[src/rtl/al_accel_pkg.sv]
// Shared definitions for the accelerator controllers: window width and sequencer states.
package al_accel_pkg;

  // Window width in columns; equals the ireg lane count and the minimum legal image width.
  localparam int unsigned KW = 3;

  typedef enum logic [1:0] {
    IDLE,
    RUN,
    DONE
  } state_e;

endpackage

[src/rtl/al_accel_win_cnt.sv]
// Column/row position counters for the ireg sequencer, with wrap and end-of-job flags.
module al_accel_win_cnt #(
  parameter int unsigned COL_W = 8,
  parameter int unsigned ROW_W = 8
) (
  input  logic             clk,
  input  logic             resetn,
  input  logic             inc,
  input  logic             clr,
  input  logic [COL_W-1:0] cfg_width,
  input  logic [ROW_W-1:0] cfg_rows,
  output logic [COL_W-1:0] col,
  output logic [ROW_W-1:0] row,
  output logic             col_wrap,
  output logic             job_last
);

  logic [COL_W-1:0] r_col;
  logic [ROW_W-1:0] r_row;

  // Legal configs guarantee cfg_width >= 3 and cfg_rows >= 1, so the minus-one never underflows.
  assign col_wrap = (r_col == (cfg_width - COL_W'(1)));
  assign job_last = col_wrap && (r_row == (cfg_rows - ROW_W'(1)));
  assign col      = r_col;
  assign row      = r_row;

  // Advance one column per accepted beat; wrap to the next row-band at the end of a row.
  always_ff @(posedge clk) begin
    if (!resetn || clr) begin
      r_col <= '0;
      r_row <= '0;
    end else if (inc) begin
      if (col_wrap) begin
        r_col <= '0;
        r_row <= r_row + ROW_W'(1);
      end else begin
        r_col <= r_col + COL_W'(1);
      end
    end
  end

endmodule

[src/rtl/al_accel_ireg_ctrl.sv]
// Input-register sequencer: paces the column stream into the 3-lane ireg and
// announces each complete 3-column window to the window/MAC stage.
module al_accel_ireg_ctrl
  import al_accel_pkg::*;
#(
  parameter int unsigned COL_W = 8,
  parameter int unsigned ROW_W = 8
) (
  input  logic             clk,
  input  logic             resetn,
  input  logic             start,
  input  logic             abort,
  input  logic [COL_W-1:0] cfg_width,
  input  logic [ROW_W-1:0] cfg_rows,
  output logic             busy,
  output logic             done,
  output logic             cfg_err,
  input  logic             in_valid,
  output logic             in_ready,
  output logic             ireg_enb,
  output logic             win_shift,
  output logic             win_valid,
  input  logic             win_ready,
  output logic [COL_W-1:0] win_col,
  output logic [ROW_W-1:0] win_row,
  output logic             win_last
);

  state_e           r_state;
  logic [COL_W-1:0] r_cfg_width;
  logic [ROW_W-1:0] r_cfg_rows;
  logic             r_fed_all;  // last column of the job already accepted
  logic             r_done;
  logic             r_cfg_err;
  logic             r_win_shift;
  logic             r_win_valid;
  logic [COL_W-1:0] r_win_col;
  logic [ROW_W-1:0] r_win_row;
  logic             r_win_last;

  logic             w_in_ready;
  logic             w_ireg_enb;
  logic             w_hs;
  logic             w_cfg_ok;
  logic             w_start_ok;
  logic [COL_W-1:0] w_col;
  logic [ROW_W-1:0] w_row;
  logic             w_col_wrap;
  logic             w_job_last;

  // Abort masks the accept so the ireg is never loaded in the cancel cycle.
  assign w_in_ready = (r_state == RUN) && !r_fed_all && !abort && (!r_win_valid || win_ready);
  assign w_ireg_enb = in_valid && w_in_ready;
  assign w_hs       = r_win_valid && win_ready;
  assign w_cfg_ok   = (cfg_width >= COL_W'(KW)) && (cfg_rows != '0);
  assign w_start_ok = (r_state == IDLE) && start && w_cfg_ok;

  assign busy      = (r_state != IDLE);
  assign done      = r_done;
  assign cfg_err   = r_cfg_err;
  assign in_ready  = w_in_ready;
  assign ireg_enb  = w_ireg_enb;
  assign win_shift = r_win_shift;
  assign win_valid = r_win_valid;
  assign win_col   = r_win_col;
  assign win_row   = r_win_row;
  assign win_last  = r_win_last;

  al_accel_win_cnt #(
    .COL_W (COL_W),
    .ROW_W (ROW_W)
  ) u_win_cnt (
    .clk       (clk),
    .resetn    (resetn),
    .inc       (w_ireg_enb),
    .clr       (w_start_ok),
    .cfg_width (r_cfg_width),
    .cfg_rows  (r_cfg_rows),
    .col       (w_col),
    .row       (w_row),
    .col_wrap  (w_col_wrap),
    .job_last  (w_job_last)
  );

  // Job FSM plus all registered handshake/window outputs.
  always_ff @(posedge clk) begin
    if (!resetn) begin
      r_state     <= IDLE;
      r_cfg_width <= '0;
      r_cfg_rows  <= '0;
      r_fed_all   <= 1'b0;
      r_done      <= 1'b0;
      r_cfg_err   <= 1'b0;
      r_win_shift <= 1'b0;
      r_win_valid <= 1'b0;
      r_win_col   <= '0;
      r_win_row   <= '0;
      r_win_last  <= 1'b0;
    end else begin
      r_done      <= 1'b0;
      r_cfg_err   <= 1'b0;
      r_win_shift <= w_ireg_enb;
      case (r_state)
        IDLE: begin
          // start beats a coincident abort here since abort has nothing to cancel.
          if (start) begin
            if (w_cfg_ok) begin
              r_cfg_width <= cfg_width;
              r_cfg_rows  <= cfg_rows;
              r_fed_all   <= 1'b0;
              r_state     <= RUN;
            end else begin
              r_cfg_err <= 1'b1;
            end
          end
        end
        RUN: begin
          if (abort) begin
            r_state     <= IDLE;
            r_win_valid <= 1'b0;
            r_win_last  <= 1'b0;
            r_fed_all   <= 1'b0;
          end else begin
            if (w_hs) begin
              r_win_valid <= 1'b0;
              r_win_last  <= 1'b0;
              if (r_win_last) begin
                r_state <= DONE;
                r_done  <= 1'b1;
              end
            end
            // An accept in the handshake cycle overrides the clear: back-to-back windows.
            if (w_ireg_enb) begin
              if (w_col >= COL_W'(KW - 1)) begin
                r_win_valid <= 1'b1;
                r_win_col   <= w_col - COL_W'(KW - 1);
                r_win_row   <= w_row;
                r_win_last  <= w_job_last;
              end
              if (w_job_last) begin
                r_fed_all <= 1'b1;
              end
            end
          end
        end
        DONE: begin
          r_state   <= IDLE;
          r_fed_all <= 1'b0;
        end
        default: begin
          r_state <= IDLE;
        end
      endcase
    end
  end

  // Row-wrap flag is implied by job_last/col arithmetic; kept visible for debug probes.
  logic w_unused;
  assign w_unused = w_col_wrap;

endmodule

[config.mk]
export PLATFORM = sky130hd
export DESIGN_NAME = al_accel_ireg_ctrl
export DESIGN_NICKNAME = d
export VERILOG_FILES = /design/src/rtl/al_accel_pkg.sv /design/src/rtl/al_accel_win_cnt.sv /design/src/rtl/al_accel_ireg_ctrl.sv
export SDC_FILE = /design/constraint.sdc
export NUM_CORES = 1
export LEC_CHECK = 0
export ABC_AREA = 0
export CORE_ASPECT_RATIO = 0.7
export CORE_UTILIZATION = 38
export DETAILED_ROUTE_END_ITERATION = 10
export REMOVE_ABC_BUFFERS = 1
export SLEW_MARGIN = 5
export SYNTH_ARGS = -nofsm -noshare
export SYNTH_HDL_FRONTEND = slang
export SYNTH_SLANG_ARGS = --single-unit
[constraint.sdc]
create_clock -name clk -period 7.1 [get_ports clk]
set_clock_uncertainty 0.15 [all_clocks]
set_input_delay 1.42 -clock clk [delete_from_list [all_inputs] [get_ports clk]]
set_output_delay 1.42 -clock clk [all_outputs]
set_load 0.02 [all_outputs]
==> run summary, run 1 <==
The global-route congestion overflow total came out at 0. The post-synth design cell area came out at slightly below 3000 um2. The static power due to leakage came out at around 1.3 nW. The multi-input combinational cells in the finished layout cover a total of 1660 um2.

On the critical path the largest part of the delay comes from buffers and inverters. The startpoint of the most critical register-to-register path is r_cfg_width[0]. In this run the power density over the cells is 169 nW/um2. The Yosys step of the flow raised 0 warnings. The worst setup path is launched from a primary input. The maximum number of pins on one net before global-route repair is 42. The maximum frequency from static timing analysis is just under 200 MHz. The die area is approximately 8000 um2. The TritonCTS clock tree is yes.

The clock transition at the registers of the reported paths came out at 100 ps. The via count of the routed design came out at 2385. In this run the worst setup path begins at win_ready. The net count of the finished layout is 397.

The met3 layer wire length in the routed design came out at 359 um. The power share of the clock group came out at a little under a third. The distinct cell type count after synthesis is 52. The cell seen most often among critical-path stages is sky130_fd_sc_hd__clkdlybuf4s50_1. Cell internal power was estimated by the tool at around 440 uW. In the synthesized netlist the dominant register cell turns out to be sky130_fd_sc_hd__dfxtp_1.

The initial antenna violation count came to 0. The overall fraction of global-route tracks in use came out at 17.5%. The number of instances in the synthesized netlist came out at approximately 330. The signal on the critical path passes through clkdlybuf4s50_1, nand2b_1, nand4_1, inv_2, clkdlybuf4s50_1. The maximum level of the CTS H-tree is 2. The power consumption is slightly below 600 uW. Once placement completed, the tool counted placed cells totaling 459. The number of maximum-capacitance constraint violations is 0.

The number of cells in the finished layout apart from fillers came out at 467. The critical hold path startpoint is win_row[4]. The number of top-level pins is 46.

The total detailed-routing wirelength came out at 6.60 mm. The critical path crosses 5 cells after its start point. The stage delay of the slowest cell on the critical path came out at around 640 ps. The clock buffer count from CTS came out at 5. The highest metal layer carrying signal wires in the routed design is met4. Of the total power, the share spent switching nets is between 20% and 30%. The count of buffers added on input and output ports is between 40 and 50.

The final antenna-violating net count is 0. The minimum clock period after layout came out at 5060 ps. The worst setup slack before clock tree synthesis is approximately 2000 ps. The sequential group share of total power came out at between 50% and 60%. The worst hold path belongs to the class flip-flop to flip-flop.

The total iterations of the first detailed-routing run came out at 4. The number of global-route vias before repair is 2242. Setup slack on the critical path of the routed design comes to between 2000 and 2500 ps.

The post-detailed-route DRC marker count came out at 0. Setup repair after global routing left no endpoint under its margin. The number of buffers added for setup after CTS came out at 0. The fraction of the cycle the final worst path needs is approximately 71%. The tightest hold path in the finished design has a slack of 325 ps. VDD sags by at most 0.0000797 V. STA puts the critical path data required time at 5530 ps. The setup path with the least slack is of type primary input to primary output.

The number of enable flip-flop cells after synthesis came out at 0. STA classifies the critical path endpoint as a primary output. The post-detailed-placement half-perimeter wirelength is 4.73 mm.

The net switching power of the design came out at 149 uW. Summing the sequential cell areas from Yosys gives 38.5% of the chip area. In this run the worst setup path terminates at ireg_enb. In the routed layout, each cell is associated on average with a via count of just over 5.

From left edge to right edge, the die measures 107 um. The post-cts resize count came out at 0. The worst reg-to-reg setup slack came out at 4370 ps. The max-slew violation count came out at 0.

The remaining max-slew budget at the tightest pin is 33.3%. The number of sinks on the clock net is 56. The count of fill cells added during filler insertion came out at 733. The area of all sequential standard cells came out at 1120 um2. The average cell area after synthesis is 8.79 um2. The number of antenna diodes in the final layout is 0. Counting flops with an async set or reset pin after synthesis yields a share of 0%. The reg-to-reg endpoint is u_win_cnt.row[4]. The total routed wire length on the met1 layer is 3.82 mm. The count of final setup violators is 0. Counting both buffers and inverters, the worst setup path holds a total of 3. The final hold violation count is 0.

The fraction of layout cells with a size suffix above 1 is between 5 and 6%. The root buffer cell chosen for the clock tree is sky130_fd_sc_hd__clkbuf_8. The floorplan has 26 rows.

The proportion of power drawn by combinational gates came out at 13.7%. The cell depth of the worst flop-to-flop path is 8. No sink is reached through more buffers than the 2 on the longest clock path.

The violation count after the first detailed-routing iteration came out at around 140. In the final timing run, aggregate negative setup slack is 0 ps. For this configuration, the core starts out at a cell density of between 30 and 40%. The hold buffer count at cts came out at 0. After detailed routing, the met2 layer carries 2.38 mm of wire. The clock network latency to the later pin of the worst-skew pair is ~300 ps. The top fanout value on the critical path is 13.

The area of the core region came out at 7350 um2. The data arrival at the endpoint of the critical path is 3490 ps. The first global-routing pass estimated 11.0 mm of wire. The area growth from synthesis to final layout came out at 20.4%. The slowest stage of the critical path is the sky130_fd_sc_hd__clkdlybuf4s50_1 cell. The transition at the pin with the smallest max-transition slack is 1000 ps. Synthesis inferred 56 register bits.

The wire length per cell after detailed routing is 14.1 um. The flow ran to the end, and the final reports show no timing, DRC or antenna violations. Measured along the y axis, the die boundary spans 75.2 um. The weighted congestion at the end of routability-driven global placement is 0.791.
[registers in the layout (all words and copies together), names as in the netlist]
name,count
r_cfg_width,8
win_valid,1
done,1
win_shift,1
r_state,2
r_cfg_rows,8
win_row,8
cfg_err,1
u_win_cnt.col,8
u_win_cnt.row,8
win_col,8
win_last,1
r_fed_all,1
[cell usage after synthesis (all sizes together), types with 7 or more instances]
master	instances	share of area (%)
a21boi	10	2.6
inv	12	1.5
nand2	43	5.5
xnor2	20	6.0
o21ai	9	1.5
dfxtp	56	39
clkbuf	12	1.5
a21oi	11	1.9
ha	7	3.0
xor2	11	3.3
nor2b	17	3.7
nor4	7	2.0
nor3	8	1.4
nor2	19	2.5
mux2i	17	5.8
[layer usage]
metal / vias to the layer above / track usage, %
li1: 1218 / -
met1: 1102 / 26.8
met2: 61 / 23.9
met3: 4 / 4.33
met4: 0 / 4.26
met5: - / 0
[tightest hold or removal path, cell delays in order, from the launching register on]
cell	delay (ps)
sky130_fd_sc_hd__dfxtp_1	320
sky130_fd_sc_hd__nand2_1	50
sky130_fd_sc_hd__a21boi_0	70
[worst min-delay path by stage]
stage                            end  depth (start not counted)
after floorplan           win_row[7]                          2
after global placement    win_row[6]                          2
after detailed placement  win_row[7]                          2
after CTS                 win_row[7]                          2
after global routing      win_row[4]                          2
final                     win_row[4]                          2
[power by group through the flow]
stage | Sequential (mW) | Combinational [mW] | Clock (mW)
2_1_floorplan | 0.334 | 0.0535 | 0
3_3_place_gp | 0.337 | 0.0799 | 0
3_5_place_dp | 0.337 | 0.0811 | 0
4_1_cts | 0.330 | 0.0816 | 0.190
5_1_grt | 0.331 | 0.0898 | 0.202
6_report | 0.330 | 0.0810 | 0.181
[cell usage in the layout (no fill, tap or decap), types with 4 or more instances in the layout]
cell type                         instances
sky130_fd_sc_hd__nor3_1                   8
sky130_fd_sc_hd__nor2b_1                 17
sky130_fd_sc_hd__clkdlybuf4s50_1         45
sky130_fd_sc_hd__o211a_1                  6
sky130_fd_sc_hd__or3_1                    5
sky130_fd_sc_hd__xor2_1                  11
sky130_fd_sc_hd__a31oi_1                  4
sky130_fd_sc_hd__clkbuf_8                 6
sky130_fd_sc_hd__a21boi_0                10
sky130_fd_sc_hd__nor4_1                   6
sky130_fd_sc_hd__nand4_1                  6
sky130_fd_sc_hd__xnor2_1                 20
sky130_fd_sc_hd__a21oi_1                 11
sky130_fd_sc_hd__mux2i_1                 17
sky130_fd_sc_hd__ha_1                     7
sky130_fd_sc_hd__nand2b_1                 4
sky130_fd_sc_hd__inv_1                   11
sky130_fd_sc_hd__nor2_1                  19
sky130_fd_sc_hd__nand3_1                  5
sky130_fd_sc_hd__dfxtp_1                 56
sky130_fd_sc_hd__o21ai_0                  9
sky130_fd_sc_hd__nand2_1                 43
[area by class of cell]
type                            count  area share, %
Multi-Input combinational cell    246           47.3
Sequential cell                    56           32.0
Timing Repair Buffer               47           13.3
Tap cell                           98           3.50
Clock buffer                        7           2.46
Inverter                           12           1.29
Clock inverter                      1          0.214
[cell families after synthesis]
logic type,Yosys count,share of synthesized area [%]
AOI/OAI and AO/OA,60,15.2
xor gates and xnor gates,31,9.33
adders and majority gates,7,3.01
buffers and inverters,29,4.56
DFF,56,38.5
muxes,17,5.85
and+or+nand+nor,131,23.6
[metrics by stage]
step,cell area [um2],util (%)
2_1_floorplan,2820,-
3_3_place_gp,3410,46.4
3_5_place_dp,3410,46.4
4_1_cts,3500,47.7
5_1_grt,3500,47.7
6_report,3500,47.7
Power figures use the tool's default switching activity.
==> run 2: changes to the inputs <==
==> constraint.sdc (replaced) <==
create_clock -name clk -period 4.15 [get_ports clk]
set_clock_uncertainty 0.15 [all_clocks]
set_input_delay 0.83 -clock clk [delete_from_list [all_inputs] [get_ports clk]]
set_output_delay 0.83 -clock clk [all_outputs]
set_load 0.02 [all_outputs]
==> run 2 against run 1 <==
Critical endpoint unchanged. Via count is essentially flat. Total power grew 69%. Largest power group unchanged. Worst hold slack gained 0.65 ps. Sequential power grew 71%.
==> run summary, run 2 (synthesized netlist as in run 1, its figures left out) <==
The flow ran to the end, and the final reports show no timing, DRC or antenna violations. The clock buffer count from CTS is 5 (unchanged). The clock transition at the registers of the reported paths came out at 110 ps (about the same).

The weighted congestion at the end of routability-driven global placement is 0.798 (+0.90%). The final antenna diode count came out at 0 (unchanged). The switching power as a share of total power was 26.3% (+1.0 points).

The routed via count divided by cell count was 5.09 (-0.26%). The data arrival at the endpoint of the critical path is 2450 ps (-1040 ps). The number of global-route vias before repair was 2180 (-2.8%). The worst ir drop on vdd is 0.000149 V (+87%).

TritonCTS built the clock tree. The die area came out at 8020 um2 (unchanged). The hold buffer count at cts came out at 0 (unchanged). The static power due to leakage is 1.30 nW (+0.37%). The critical path in this run is classified as primary input to primary output. The final antenna-violating net count is 0 (unchanged).

The fraction of layout cells with a size suffix above 1 came out at 5.68% (+0.53 points). The proportion of power drawn by combinational gates is 14.1% (+0.4 points). The most common cell after layout, fill and taps aside is sky130_fd_sc_hd__dfxtp_1. The tightest min-delay check is of the flip-flop to flip-flop type.

The first-pass GRT wire length came to 10.8 mm (-1.9%). The post-detailed-route DRC marker count is 0 (unchanged). The cell depth of the worst flop-to-flop path came out at 8 (unchanged).

The number of buffers added for setup after CTS came out at 0 (unchanged). The power share of the clock group came out at 29.4% (-1.1 points). The hold path depth is 2 (unchanged). The number of maximum-capacitance constraint violations was 0 (unchanged). The area growth from synthesis to final layout is 20.5% (about the same). The transition at the pin with the smallest max-transition slack came out at 670 ps (-330 ps).

For the finished layout, the period the worst path requires is approximately 3400 ps. The power consumption came to 999 uW (+69%). The overall die height came out at 75.2 um (unchanged). The row count is 26 (unchanged). The total detailed-routing wirelength came to 6.67 mm (+1.0%). STA classifies the critical path startpoint as a primary input. The wire length per cell after detailed routing came out at 14.3 um (+0.81%). In the layout the commonest cells are sky130_fd_sc_hd__dfxtp_1 (56), sky130_fd_sc_hd__clkdlybuf4s50_1 (45), sky130_fd_sc_hd__nand2_1 (43), sky130_fd_sc_hd__xnor2_1 (20), sky130_fd_sc_hd__nor2_1 (19). The total iterations of the first detailed-routing run is 4 (unchanged). The via count of the routed design is 2384 (-0.042%).

The max-slew violation count came out at 0 (unchanged). The final hold violation count came to 0 (unchanged). The remaining max-slew budget at the tightest pin is 55.2% (+22 points). The maximum root-to-sink buffer count is 2 (unchanged). The overall fraction of global-route tracks in use came out at 17.5% (+0.062 points). Among the stages of the critical path, the cell type that occurs most often is sky130_fd_sc_hd__clkdlybuf4s50_1.

The clock network latency to the later pin of the worst-skew pair is 310 ps (about the same). The overall die width came out at 107 um (unchanged). The violation count after the first detailed-routing iteration came out at 143 (+5.9%). The power density normalized to cell area is 285 nW/um2 (+69%). The fraction of the cycle the final worst path needs is 82.6%. Setup repair after global routing left no endpoint under its margin. In this run the critical register-to-register path is captured at u_win_cnt.row[4]. The startpoint identified for the worst hold timing path is win_row[6]. The share of the core filled with cells came out at 47.7% (about the same). The maximum frequency from static timing analysis is 292 MHz. The root buffer cell is sky130_fd_sc_hd__clkbuf_8.

The global-route congestion overflow total was 0 (unchanged). On the critical path, the stage with the largest delay is an instance of sky130_fd_sc_hd__clkdlybuf4s50_1. The startpoint of the most critical register-to-register path is r_cfg_width[0]. The least setup slack across all paths after layout is 722 ps (-1320 ps). The worst setup slack before clock tree synthesis came out at 710 ps (-1310 ps). The required time reported for the critical path endpoint came to 3170 ps (-2360 ps). The post-detailed-placement half-perimeter wirelength came out at 4.77 mm (+0.97%). The maximum number of pins on one net before global-route repair was 23 (-45%). The path with the worst hold slack has its endpoint at win_row[6]. The maximum level of the CTS H-tree came out at 2 (unchanged). The critical path goes through clkdlybuf4s50_1, nand2b_1, nand4_1, inv_2, clkdlybuf4s50_1.

The net switching power of the design is 262 uW (+76%). The initial antenna violation count came out at 0 (unchanged). The internal power is 737 uW (+67%).

The count of final setup violators came out at 0 (unchanged). The top fanout value on the critical path is 7 (-6). The starting density of the core was 39.6% (unchanged). The setup total negative slack is 0 ps (unchanged). The number of sinks on the clock net is 56 (unchanged). The count of fill cells added during filler insertion was 754 (+2.9%). The final net count came out at 399 (+0.50%).

The sequential group share of total power came out at 56.5% (+0.7 points). The area of the core region is 7350 um2 (unchanged). The number of top-level pins is 46 (unchanged). The worst setup path is captured at a primary output. The stage delay of the slowest cell on the critical path is 620 ps (-20 ps). The count of buffers from port buffering came out at 45 (unchanged). The worst reg-to-reg setup slack came out at 1530 ps (-2840 ps). The post-cts resize count is 0 (unchanged).
## run 2: worst max path at each step
stage               from        to  slack [ps]  cells after the start
6_report       win_ready  ireg_enb         720                      5
5_1_grt        win_ready  ireg_enb         650                      5
4_1_cts        win_ready  ireg_enb         710                      5
3_5_place_dp   win_ready  ireg_enb         710                      5
3_3_place_gp   win_ready  ireg_enb         750                      5
2_1_floorplan      abort  win_last        1270                      6
## run 2: per-stage QoR
stage	instances	hold slack, ps	cell area, um2
finish	468	326	3510
floorplan	314	320	2820
CTS	468	331	3510
global route	468	352	3510
global placement	461	310	3430
detailed placement	461	313	3430
## run 2: power groups by stage
stage,clock network [mW],registers (mW),logic (mW)
detailed placement,0,0.577,0.140
global placement,0,0.576,0.138
global route,0.324,0.567,0.155
CTS,0.300,0.564,0.141
finish,0.294,0.565,0.141
floorplan,0,0.572,0.0916
## run 2: critical path, delay by kind of cell
kind	cells	cell delay, ps
buffers and inverters	3	1330
AND/OR/NAND/NOR	2	280
## run 2: area by class of cell
class | instances | area [um2] | area share, %
inverter | 12 | 45.0 | 1.28
clock buffer | 5 | 68.8 | 1.96
timing repair buffer | 49 | 480 | 13.7
clock inverter | 2 | 12.5 | 0.357
multi-input combinational | 246 | 1660 | 47.2
tap | 98 | 123 | 3.50
sequential | 56 | 1120 | 32.0
## run 2: layer usage
| metal | routed length [um] | up-vias | GRT usage [%] |
|---|---|---|---|
| li1 | - | 1226 | - |
| met1 | 3800 | 1090 | 27.3 |
| met2 | 2460 | 63 | 23.6 |
| met3 | 349 | 5 | 4.16 |
| met4 | 63 | 0 | 4.72 |
| met5 | 0 | - | 0 |
